### config.mk
export PLATFORM = sky130hd
export DESIGN_NAME = mem_arbiter
export DESIGN_NICKNAME = d
export VERILOG_FILES = /design/src/rtl/mem_arbiter_pkg.sv /design/src/rtl/mem_arb_select.sv /design/src/rtl/mem_arbiter.sv
export SDC_FILE = /design/constraint.sdc
export NUM_CORES = 1
export LEC_CHECK = 0
export CAP_MARGIN = 20
export CORE_MARGIN = 3
export CORE_UTILIZATION = 35
export DETAILED_ROUTE_END_ITERATION = 10
export PLACE_DENSITY_LB_ADDON = 0.25
export SYNTH_ARGS = -nofsm -noshare
export SYNTH_HDL_FRONTEND = slang
export SYNTH_SLANG_ARGS = --single-unit
### constraint.sdc
create_clock -name clk -period 12.1 [get_ports clk]
set_input_delay 2.42 -clock clk [delete_from_list [all_inputs] [get_ports clk]]
set_output_delay 2.42 -clock clk [all_outputs]
set_load 0.02 [all_outputs]
### src/rtl/mem_arbiter_pkg.sv
// Shared types and widths for the fetch/data memory arbiter.
// Core widths live here so every arbiter file agrees on them.
package mem_arbiter_pkg;

    localparam int unsigned XLEN               = 32;
    localparam int unsigned INSTR_LEN          = 32;
    localparam int unsigned MEM_ARB_OWNER_BITS = 2;

    typedef enum logic [1:0] {
        IDLE     = 2'd0,
        SERVE_IF = 2'd1,
        SERVE_D  = 2'd2
    } arb_state_t;

endpackage

### src/rtl/mem_arb_select.sv
// Combinational eligibility and priority pick between fetch and data requesters.
// The caller only samples the grants while the arbiter is idle.
module mem_arb_select #(
    parameter int unsigned STARVE_LIMIT = 4,
    parameter int unsigned STREAK_W     = 3
) (
    input  logic                if_req,
    input  logic                d_req,
    input  logic                if_ack,
    input  logic                d_ack,
    input  logic [STREAK_W-1:0] streak,
    output logic                grant_if_c,
    output logic                grant_d_c
);

    logic if_elig;
    logic d_elig;
    logic starved;

    // A port whose ack is showing this cycle is still retiring and may not re-win.
    always_comb begin
        if_elig    = if_req & ~if_ack;
        d_elig     = d_req & ~d_ack;
        starved    = (streak == STREAK_W'(STARVE_LIMIT));
        grant_d_c  = d_elig & ~(if_elig & starved);
        grant_if_c = if_elig & ~grant_d_c;
    end

endmodule

### src/rtl/mem_arbiter.sv
// Serializes fetch and load/store accesses onto one variable-latency memory port.
// Data wins ties; a streak counter forces a fetch grant after STARVE_LIMIT data wins.
module mem_arbiter
    import mem_arbiter_pkg::*;
#(
    parameter int unsigned STARVE_LIMIT = 4
) (
    input  logic                 clk,
    input  logic                 reset,
    input  logic                 if_req,
    input  logic [XLEN-1:0]      if_addr,
    output logic                 if_ack,
    output logic [INSTR_LEN-1:0] if_rdata,
    input  logic                 d_req,
    input  logic                 d_we,
    input  logic [XLEN-1:0]      d_addr,
    input  logic [XLEN-1:0]      d_wdata,
    output logic                 d_ack,
    output logic [XLEN-1:0]      d_rdata,
    output logic                 mem_req,
    output logic                 mem_we,
    output logic [XLEN-1:0]      mem_addr,
    output logic [XLEN-1:0]      mem_wdata,
    input  logic                 mem_ready,
    input  logic [XLEN-1:0]      mem_rdata
);

    localparam int unsigned STREAK_W = $clog2(STARVE_LIMIT + 1);

    arb_state_t           state_q,     state_d;
    logic [STREAK_W-1:0]  streak_q,    streak_d;
    logic                 mem_req_q,   mem_req_d;
    logic                 mem_we_q,    mem_we_d;
    logic [XLEN-1:0]      mem_addr_q,  mem_addr_d;
    logic [XLEN-1:0]      mem_wdata_q, mem_wdata_d;
    logic                 if_ack_q,    if_ack_d;
    logic                 d_ack_q,     d_ack_d;
    logic [INSTR_LEN-1:0] if_rdata_q,  if_rdata_d;
    logic [XLEN-1:0]      d_rdata_q,   d_rdata_d;

    logic grant_if_c;
    logic grant_d_c;

    mem_arb_select #(
        .STARVE_LIMIT (STARVE_LIMIT),
        .STREAK_W     (STREAK_W)
    ) u_select (
        .if_req     (if_req),
        .d_req      (d_req),
        .if_ack     (if_ack_q),
        .d_ack      (d_ack_q),
        .streak     (streak_q),
        .grant_if_c (grant_if_c),
        .grant_d_c  (grant_d_c)
    );

    always_comb begin
        state_d     = state_q;
        streak_d    = streak_q;
        mem_req_d   = mem_req_q;
        mem_we_d    = mem_we_q;
        mem_addr_d  = mem_addr_q;
        mem_wdata_d = mem_wdata_q;
        if_ack_d    = 1'b0;
        d_ack_d     = 1'b0;
        if_rdata_d  = if_rdata_q;
        d_rdata_d   = d_rdata_q;

        case (state_q)
            IDLE: begin
                if (grant_d_c) begin
                    state_d     = SERVE_D;
                    mem_req_d   = 1'b1;
                    mem_we_d    = d_we;
                    mem_addr_d  = d_addr;
                    mem_wdata_d = d_wdata;
                    // Streak only grows while a fetch is actually waiting.
                    if (!if_req) begin
                        streak_d = '0;
                    end else if (streak_q != STREAK_W'(STARVE_LIMIT)) begin
                        streak_d = streak_q + STREAK_W'(1);
                    end
                end else if (grant_if_c) begin
                    state_d     = SERVE_IF;
                    mem_req_d   = 1'b1;
                    mem_we_d    = 1'b0;
                    mem_addr_d  = if_addr;
                    mem_wdata_d = '0;
                    streak_d    = '0;
                end
            end
            SERVE_IF: begin
                if (mem_ready) begin
                    state_d    = IDLE;
                    mem_req_d  = 1'b0;
                    mem_we_d   = 1'b0;
                    if_ack_d   = 1'b1;
                    if_rdata_d = mem_rdata[INSTR_LEN-1:0];
                end
            end
            SERVE_D: begin
                if (mem_ready) begin
                    state_d   = IDLE;
                    mem_req_d = 1'b0;
                    mem_we_d  = 1'b0;
                    d_ack_d   = 1'b1;
                    d_rdata_d = mem_rdata;
                end
            end
            default: begin
                state_d   = IDLE;
                mem_req_d = 1'b0;
                mem_we_d  = 1'b0;
            end
        endcase
    end

    // Reset drops any in-flight access without acknowledging it.
    always_ff @(posedge clk or posedge reset) begin
        if (reset) begin
            state_q     <= IDLE;
            streak_q    <= '0;
            mem_req_q   <= 1'b0;
            mem_we_q    <= 1'b0;
            mem_addr_q  <= '0;
            mem_wdata_q <= '0;
            if_ack_q    <= 1'b0;
            d_ack_q     <= 1'b0;
            if_rdata_q  <= '0;
            d_rdata_q   <= '0;
        end else begin
            state_q     <= state_d;
            streak_q    <= streak_d;
            mem_req_q   <= mem_req_d;
            mem_we_q    <= mem_we_d;
            mem_addr_q  <= mem_addr_d;
            mem_wdata_q <= mem_wdata_d;
            if_ack_q    <= if_ack_d;
            d_ack_q     <= d_ack_d;
            if_rdata_q  <= if_rdata_d;
            d_rdata_q   <= d_rdata_d;
        end
    end

    assign mem_req   = mem_req_q;
    assign mem_we    = mem_we_q;
    assign mem_addr  = mem_addr_q;
    assign mem_wdata = mem_wdata_q;
    assign if_ack    = if_ack_q;
    assign if_rdata  = if_rdata_q;
    assign d_ack     = d_ack_q;
    assign d_rdata   = d_rdata_q;

endmodule
=== After elaboration in Yosys (flattened, before gate mapping) ===
Index checks and enable logic that the tools add are counted.

* Bits in registers: 137
* Input port bits: 134

* Add/subtract/negate cells: 1
* Equality and inequality tests: 7
* Muxes and demuxes: 22
* Bitwise operators: 9
* Reduce and logical (&&, ||, !) cells: 8

{| class="wikitable"
|+ Operator list
! operator !! number
|-
| 32-bit two-way mux || 4
|-
| 3-bit two-way mux || 4
|-
| 1-bit two-way mux || 8
|-
| 2-bit AND reduction || 4
|-
| 2-bit two-way mux || 3
|-
| 3-bit != test, second input constant || 2
|-
| 1-bit bitwise AND || 5
|-
| 1-bit inverter || 4
|-
| 1-bit case mux with 2 select lines || 2
|-
| 2-bit case mux with 2 select lines || 1
|-
| 3-bit by 1-bit adder with 3-bit output, second input constant || 1
|-
| 3-bit equality test, second input constant || 1
|-
| 3-bit by 2-bit != test with 1-bit output, second input constant || 1
|-
| 3-bit AND reduction || 1
|-
| 2-bit by 1-bit equality test with 1-bit output, second input constant || 1
|-
| 2-bit equality test, second input constant || 1
|-
| 2-bit logical NOT || 1
|-
| 2-bit by 1-bit != test with 1-bit output, second input constant || 1
|-
| 2-bit nonzero test || 1
|-
| 2-bit OR reduction || 1
|}

=== Logic depth before layout (Yosys ltp) ===
Gate-level depths: netlist of run 1.

* Depth in word-level cells: 10
* Depth in mapped cells: 7
* Gate-level depth less buffers: 6

=== Hierarchy ===
Synthesis of run 1 repeated with hierarchy kept, for this count alone.

* Cell total of the unflattened synthesis: 399
* Area total of the unflattened synthesis: 5481.5 sq um

{| class="wikitable"
|+ By module, submodules not included
! module !! instances !! cells an instance !! area each (sq um)
|-
| mem_arbiter || 1 || 394 || 5436.5
|-
| mem_arb_select || 1 || 5 || 45.0
|}

=== Worst setup path before layout of run 1 ===
Ideal clock, no wire load.

* Kind: input to register
* Start: input d_req
* End: register mem_addr_q[10], in the netlist mem_addr[10]
* Data arrival time: 3246 ps
* Required time: 12023 ps
* Slack: 8777 ps
* Stages: 6
* Buffers on the path: 2
* Path through: and2b_4 o21ai_1 buf_4 buf_2 a21oi_1 a21oi_1

* Word-level cells in the longest chain between the ends: 6

{| class="wikitable"
|+ RTL lines
! item !! RTL line !! RTL
|-
| from (decl) || mem_arbiter.sv:14 || <nowiki>input logic d_req,</nowiki>
|-
| 1-bit bitwise AND (*) || mem_arb_select.sv:23 || <nowiki>d_elig = d_req & ~d_ack;</nowiki>
|-
| 1-bit bitwise AND (*) || mem_arb_select.sv:25 || <nowiki>grant_d_c = d_elig & ~(if_elig & starved);</nowiki>
|-
| 1-bit inverter || mem_arb_select.sv:26 || <nowiki>grant_if_c = if_elig & ~grant_d_c;</nowiki>
|-
| 1-bit bitwise AND || mem_arb_select.sv:26 ||
|-
| 2-bit nonzero test (no source line) || - ||
|-
| 2-bit AND reduction (no source line) || - ||
|-
| to (signal assigned) || mem_arbiter.sv:136 || <nowiki>mem_addr_q <= mem_addr_d;</nowiki>
|-
| to (decl) || mem_arbiter.sv:34 || <nowiki>logic [XLEN-1:0] mem_addr_q, mem_addr_d;</nowiki>
|}

Every way passes the cells marked *; elsewhere a longest branch is shown, timed or not.
A chain may end at the register's enable or synchronous reset.

=== Worst setup path after layout of run 1 ===
* Start: input if_req
* End: register mem_wdata_q[26], in the netlist mem_wdata[26]

* Word-level cells in the longest chain between the ends: 8

{| class="wikitable"
|+ RTL lines
! item !! RTL line !! RTL
|-
| from (decl) || mem_arbiter.sv:10 || <nowiki>input logic if_req,</nowiki>
|-
| 1-bit bitwise AND (*) || mem_arb_select.sv:22 || <nowiki>if_elig = if_req & ~if_ack;</nowiki>
|-
| 1-bit bitwise AND || mem_arb_select.sv:25 ||
|-
| 1-bit inverter || mem_arb_select.sv:25 ||
|-
| 1-bit bitwise AND || mem_arb_select.sv:25 ||
|-
| 1-bit inverter || mem_arb_select.sv:26 ||
|-
| 1-bit bitwise AND || mem_arb_select.sv:26 ||
|-
| 2-bit nonzero test (no source line) || - ||
|-
| 2-bit AND reduction (no source line) || - ||
|-
| to (signal assigned) || mem_arbiter.sv:137 || <nowiki>mem_wdata_q <= mem_wdata_d;</nowiki>
|-
| to (decl) || mem_arbiter.sv:35 || <nowiki>logic [XLEN-1:0] mem_wdata_q, mem_wdata_d;</nowiki>
|}

Marked as above.

==> out/metrics.cfg, run 1 <==
[run_status]
status=finished clean

[clocking]
path_clk_slew_ns=0.05
clkLatencyLatePin_ns=0.41
cts.sinks=137
postCtsSetupBuffers=0
cts_tree=yes
cts_resized=0
clk_path_buf_depth=2
hold_buffers=0
htreeDepth=4
clockRootBuffer=clkbuf_16
cts_made_buffers=17

[sta]
slew_viol_final=0
slew_headroom=0.368
finalSetupTns_ns=0
finalCritPeriodShare=0.343
grt_setup_unrepaired=no
setup_viol=0
worst_pin_slew_ns=0.948
hold_viol_final=0
period_minus_slack_ns=4.15
fmax_mhz=241
skew_ns=0.00765
finalWorstSetupSlack_ns=7.95

[placed_design]
gp_congestion=0.860
port_buffers=265
place_area_um2=8310
dp.cells=890
pre_cts_slack_ns=7.24
hpwl_um=11400

[layout]
drive_gt1_frac=0.148
stdcell_count=921
diodes=0
fin_util=0.580
design_area_um2=8890
area_growth_pct=61.4
num-nets-final=838

[global_routing]
grt_max_degree=71
track_usage=0.185
grt_antenna_before_repair=1
grt_pass1_wl_um=25800
overflow=0
grt_pass1_vias=4883

[logic_synthesis]
yosys.cell_types.count=30
synth_area_um2=5510
synth_warnings=0
yosys-top-cells-area=dfrtp_1 (62%), mux2_2 (13%), a21oi_1 (6.0%)
syn_area_per_cell_um2=12.7
ys_ff_latch=137
synth_top_area_share=0.623
netlist_instances=435
ys_seq_area_frac=0.623
synthesis.nets=574
synth.largest_area_cell=dfrtp_1

[worst_setup_path]
cp_slowest_cell=o21ai_4
crit_chain=clkdlybuf4s50_1 -> nand3_2 -> o21ai_4 -> nor2_2 -> buf_4 -> a22o_1
crit_buf_inv=2
arrival_ns=4.44
crit_type=in2reg
max_stage_delay_ns=0.70
crit_fanout=34
reg2reg_slack_ns=9.74
setup.worst_path.start_class=primary input
cp.required_ns=12.39
cp-end-kind=flip-flop
cp_top_family=compound AO/OA/AOI/OAI gates

[power]
ir_drop_mv=0.155
p_leak_nw=3.78
pwr_density_cell_nw_per_um2=281

[floorplan]
std_cell_rows=45
core_um2=15300
die_w_um=131
ios=266
start_util=0.359
die_area_um2=17300
dieHeight_um=131

[detailed_routing]
vias=4440
wl_met3_um=1800
avgRoutedWirePerCell_um=17.3
drc=0
drt_pre_antenna_iters=4
drt_wl_total_um=15900
top_layer=met5
ant_nets=0
met2_length_um=7740
met1_length_um=6090
drtIter0Drc=172
vias_per_cell=4.82

[run]
drv_cap=0

[hold_path]
hold_path_class=reg2reg

sequential cells by signal, indices dropped and copies added (netlist names), 2 cells and up:
name / cells
d_rdata: 32
if_rdata: 32
mem_addr: 32
mem_wdata: 32
streak_q: 3
state_q: 2
path summary, 6_finish.rpt:
kind                          startpoint       endpoint  depth (start not counted)
max                               if_req  mem_wdata[26]                          6
min                        mem_wdata[29]  mem_wdata[29]                          1
max reg2reg                  streak_q[0]  mem_wdata[26]                          7
min reg2reg                mem_wdata[29]  mem_wdata[29]                          1
max in group asynchronous          reset    d_rdata[27]                          3
min in group asynchronous          reset  mem_wdata[18]                          2
synth_stat cells:
cell type  instances
dfrtp_1          137
a21oi_1           66
mux2_2            64
nand2_1           37
nor2_1            34
a22o_1            33
buf_2             17
inv_1              9
buf_4              5
ha_1               5
buf_6              4
o31ai_1            3
a32o_1             2
nand2b_1           2
o21ai_1            2
a22oi_1            1
a31oi_4            1
a32oi_1            1
and2b_4            1
and3_1             1
nand3_1            1
nand3_2            1
nor2_2             1
nor2b_1            1
nor2b_4            1
o211ai_1           1
o21a_1             1
o21ai_4            1
o22a_1             1
o22ai_1            1
placed cells by master (no fill, tap or decap), drive strengths merged, types with 3 or more instances in the layout:
master         instances
buf                    6
nor2                  35
o21ai                  3
o31ai                  3
dfrtp                137
mux2                  64
clkbuf                21
nand2                 37
ha                     5
inv                    9
a21oi                 66
clkdlybuf4s50        265
a22o                  33
clkinv                 6
routing by layer:
layer | vias up | GRT usage
met5 | - | 0
met4 | 2 | 0.0677
met3 | 22 | 0.0949
met2 | 199 | 0.305
met1 | 2166 | 0.205
li1 | 2051 | -
per-stage QoR:
step / hold WS [ns] / total power, mW
after floorplan: 0.494 / 1.44
after global placement: 0.483 / 1.99
after detailed placement: 0.485 / 2.02
after CTS: 0.503 / 2.52
after global routing: 0.514 / 2.65
final: 0.501 / 2.50
logic make-up (layout without fill, tap and decap cells):
family / after synthesis / count (layout) / synth area share
AND/OR/NAND/NOR: 80 / 80 / 0.0611
adder cells (fa/ha/maj): 5 / 5 / 0.0114
AO/OA/AOI/OAI: 114 / 114 / 0.137
flip-flops: 137 / 137 / 0.623
multiplexers: 64 / 64 / 0.131
buffers and inverters: 35 / 310 / 0.0366
power by group:
group	total, mW	switching, mW	internal (mW)
Combinational	1.22	0.609	0.606
Clock	0.484	0.179	0.304
Sequential	0.800	0.121	0.679
cell type report:
| type | instances | area (µm²) |
|---|---|---|
| clock buffers | 21 | 450 |
| clock inverters | 9 | 101 |
| fillers | 1277 | 6430 |
| inverters | 9 | 38.8 |
| multi-input cells | 263 | 1890 |
| flip-flops and latches | 137 | 3430 |
| well taps | 211 | 264 |
| repair buffers | 271 | 2720 |
(Power assumes the default switching activity.)
==> run 2, diff against run 1 <==
==> constraint.sdc (replaced) <==
create_clock -name clk -period 4.3 [get_ports clk]
set_input_delay 0.86 -clock clk [delete_from_list [all_inputs] [get_ports clk]]
set_output_delay 0.86 -clock clk [all_outputs]
set_load 0.02 [all_outputs]
==> run 2 against run 1 <==
- clock power grew to 3.1 times the previous value
- non-clock buffer count grew 3
- clock skew shrank 0.0027 ns
- worst hold slack lost 0.0034 ns
- setup slack lost 6.2 ns
- clock-buffer cell count grew 3
- first-iteration DRC count shrank 29%
- critical path depth is the same
- via count shrank 0.43%
- final area grew 0.63%
- combinational power grew to 2.8 times the previous value
- flip-flop and latch count is the same
==> out/metrics.cfg, run 2 (synthesis gave the netlist of run 1 again) <==
[clocking]
path_clk_slew_ns=0.05  ; about the same
hold_buffers=0  ; unchanged
clockRootBuffer=clkbuf_16
postCtsSetupBuffers=0  ; unchanged
htreeDepth=4  ; unchanged
cts.sinks=137  ; unchanged
clkLatencyLatePin_ns=0.40  ; about the same
clk_path_buf_depth=2  ; unchanged
cts_made_buffers=17  ; unchanged
cts_tree=yes
cts_resized=0  ; unchanged

[layout]
drive_gt1_frac=0.153  ; +0.00477
layout_common_cells=clkdlybuf4s50_1 (265), dfrtp_1 (137), a21oi_1 (66)
regArea_um2=3430  ; unchanged
layout_commonest_cell=clkdlybuf4s50_1
num-nets-final=841  ; +0.36%
fillers=1258  ; -1.5%
design_area_um2=8940  ; +0.63%
stdcell_count=925  ; +0.43%
diodes=0  ; unchanged
area_growth_pct=62.5
multi_input_area_um2=1890  ; unchanged

[global_routing]
grt_antenna_before_repair=0  ; -1
grt_pass1_wl_um=25500  ; -1.1%
grt_max_degree=74  ; +4.2%
overflow=0  ; unchanged
track_usage=0.183  ; -0.00159
grt_pass1_vias=4829  ; -1.1%

[worst_setup_path]
arrival_ns=2.90  ; -1.54 ns
reg2reg_slack_ns=2.23  ; -7.51 ns
cp-startpoint=if_req
crit_chain=clkdlybuf4s50_1 -> nor2b_4 -> o21ai_4 -> buf_4 -> a21oi_1 -> a21oi_1
crit_fanout=36  ; +5.9%
cp.required_ns=4.62  ; -7.77 ns
cpMostUsedCell=a21oi_1
setup.worst_path.start_class=primary input
cp_top_family=compound AO/OA/AOI/OAI gates
crit_buf_inv=2  ; unchanged
reg2reg_depth=5  ; -2
cp-end-kind=flip-flop
cp_slowest_cell=o21ai_4
timing.rr.end=mem_addr[20]
crit_path_end=mem_addr[1]
crit_type=in2reg
max_stage_delay_ns=0.71  ; about the same
critical_path_cell_count=6  ; unchanged
r2r_start=streak_q[0]

[power]
pwr_density_cell_nw_per_um2=798  ; +180%
p_leak_nw=3.80  ; +0.59%
power.total_mw=7.14  ; +190%
ir_drop_mv=0.449  ; +190%

[detailed_routing]
drt_pre_antenna_iters=4  ; unchanged
ant_nets=0  ; unchanged
avgRoutedWirePerCell_um=17.1  ; -1.1%
vias=4421  ; -0.43%
drt_wl_total_um=15800  ; -0.66%
vias_per_cell=4.78  ; -0.86%
drc=0  ; unchanged
drtIter0Drc=122  ; -29%

[run_status]
status=finished clean

[sta]
worst_pin_slew_ns=0.963  ; +0.0149 ns
slew_headroom=0.358  ; -0.00990
finalCritPeriodShare=0.600
hold_viol_final=0  ; unchanged
skew_ns=0.00499  ; -0.00266 ns
fmax_mhz=388
slew_viol_final=0  ; unchanged
period_minus_slack_ns=2.58
grt_setup_unrepaired=no
setup_viol=0  ; unchanged
finalSetupTns_ns=0  ; unchanged
finalWorstSetupSlack_ns=1.72  ; -6.23 ns

[placed_design]
port_buffers=265  ; unchanged
hpwl_um=11400  ; about the same
pre_cts_slack_ns=1.29  ; -5.95 ns
dp.cells=894  ; +0.45%
gp_congestion=0.803  ; -6.6%
place_area_um2=8340  ; +0.35%

[hold_path]
whs_path_depth=1  ; unchanged
hold_path_class=reg2reg

[floorplan]
die_area_um2=17300  ; unchanged
die_w_um=131  ; unchanged
core_um2=15300  ; unchanged
dieHeight_um=131  ; unchanged
ios=266  ; unchanged
start_util=0.359  ; unchanged
std_cell_rows=45  ; unchanged

[run]
drv_cap=0  ; unchanged

==> run 2: changes by cell type in the layout (fill, tap and decap cells not counted) <==
| cell | change |
|---|---|
| clkbuf_8 | +3 |
| bufinv_16 | +1 |
| buf_4 | +4 |
| clkinvlp_4 | +2 |
| buf_16 | -1 |
| inv_6 | -1 |
| clkinv_4 | -1 |
| clkinv_2 | -3 |
==> run 2: layer usage <==
metal,vias up,track usage,share of wire
li1,2059,-,-
met1,2166,0.197,0.39
met2,187,0.311,0.49
met3,9,0.109,0.12
met4,0,0.0408,0.0074
met5,-,0,0
==> run 2: through the flow <==
stage,hold slack [ns],util
floorplan,0.494,-
global placement,0.482,0.544
detailed placement,0.484,0.544
CTS,0.501,0.584
global route,0.511,0.584
finish,0.497,0.584
==> run 2: power by group <==
| group | switching [mW] | internal, mW | total [mW] | leakage [nW] |
|---|---|---|---|---|
| registers | 0.349 | 1.91 | 2.26 | 1.65 |
| logic | 1.70 | 1.70 | 3.40 | 1.86 |
| clock network | 0.507 | 0.969 | 1.48 | 0.292 |
| total | 2.56 | 4.58 | 7.14 | 3.80 |
==> run 2: worst min path at each step <==
stage,start,end,slack (ns)
3_5_place_dp,mem_wdata[5],mem_wdata[5],0.48
4_1_cts,mem_wdata[14],mem_wdata[14],0.50
6_report,mem_wdata[20],mem_wdata[20],0.50
5_1_grt,mem_wdata[13],mem_wdata[13],0.51
2_1_floorplan,state_q[0],state_q[0],0.49
3_3_place_gp,mem_wdata[13],mem_wdata[13],0.48
==> run 2: layout make-up <==
| class | instances | share of cell area |
|---|---|---|
| flip-flops and latches | 137 | 0.383 |
| clock inverters | 7 | 0.0129 |
| inverters | 9 | 0.00420 |
| well taps | 211 | 0.0295 |
| clock buffers | 24 | 0.0550 |
| repair buffers | 274 | 0.304 |
| multi-input cells | 263 | 0.211 |
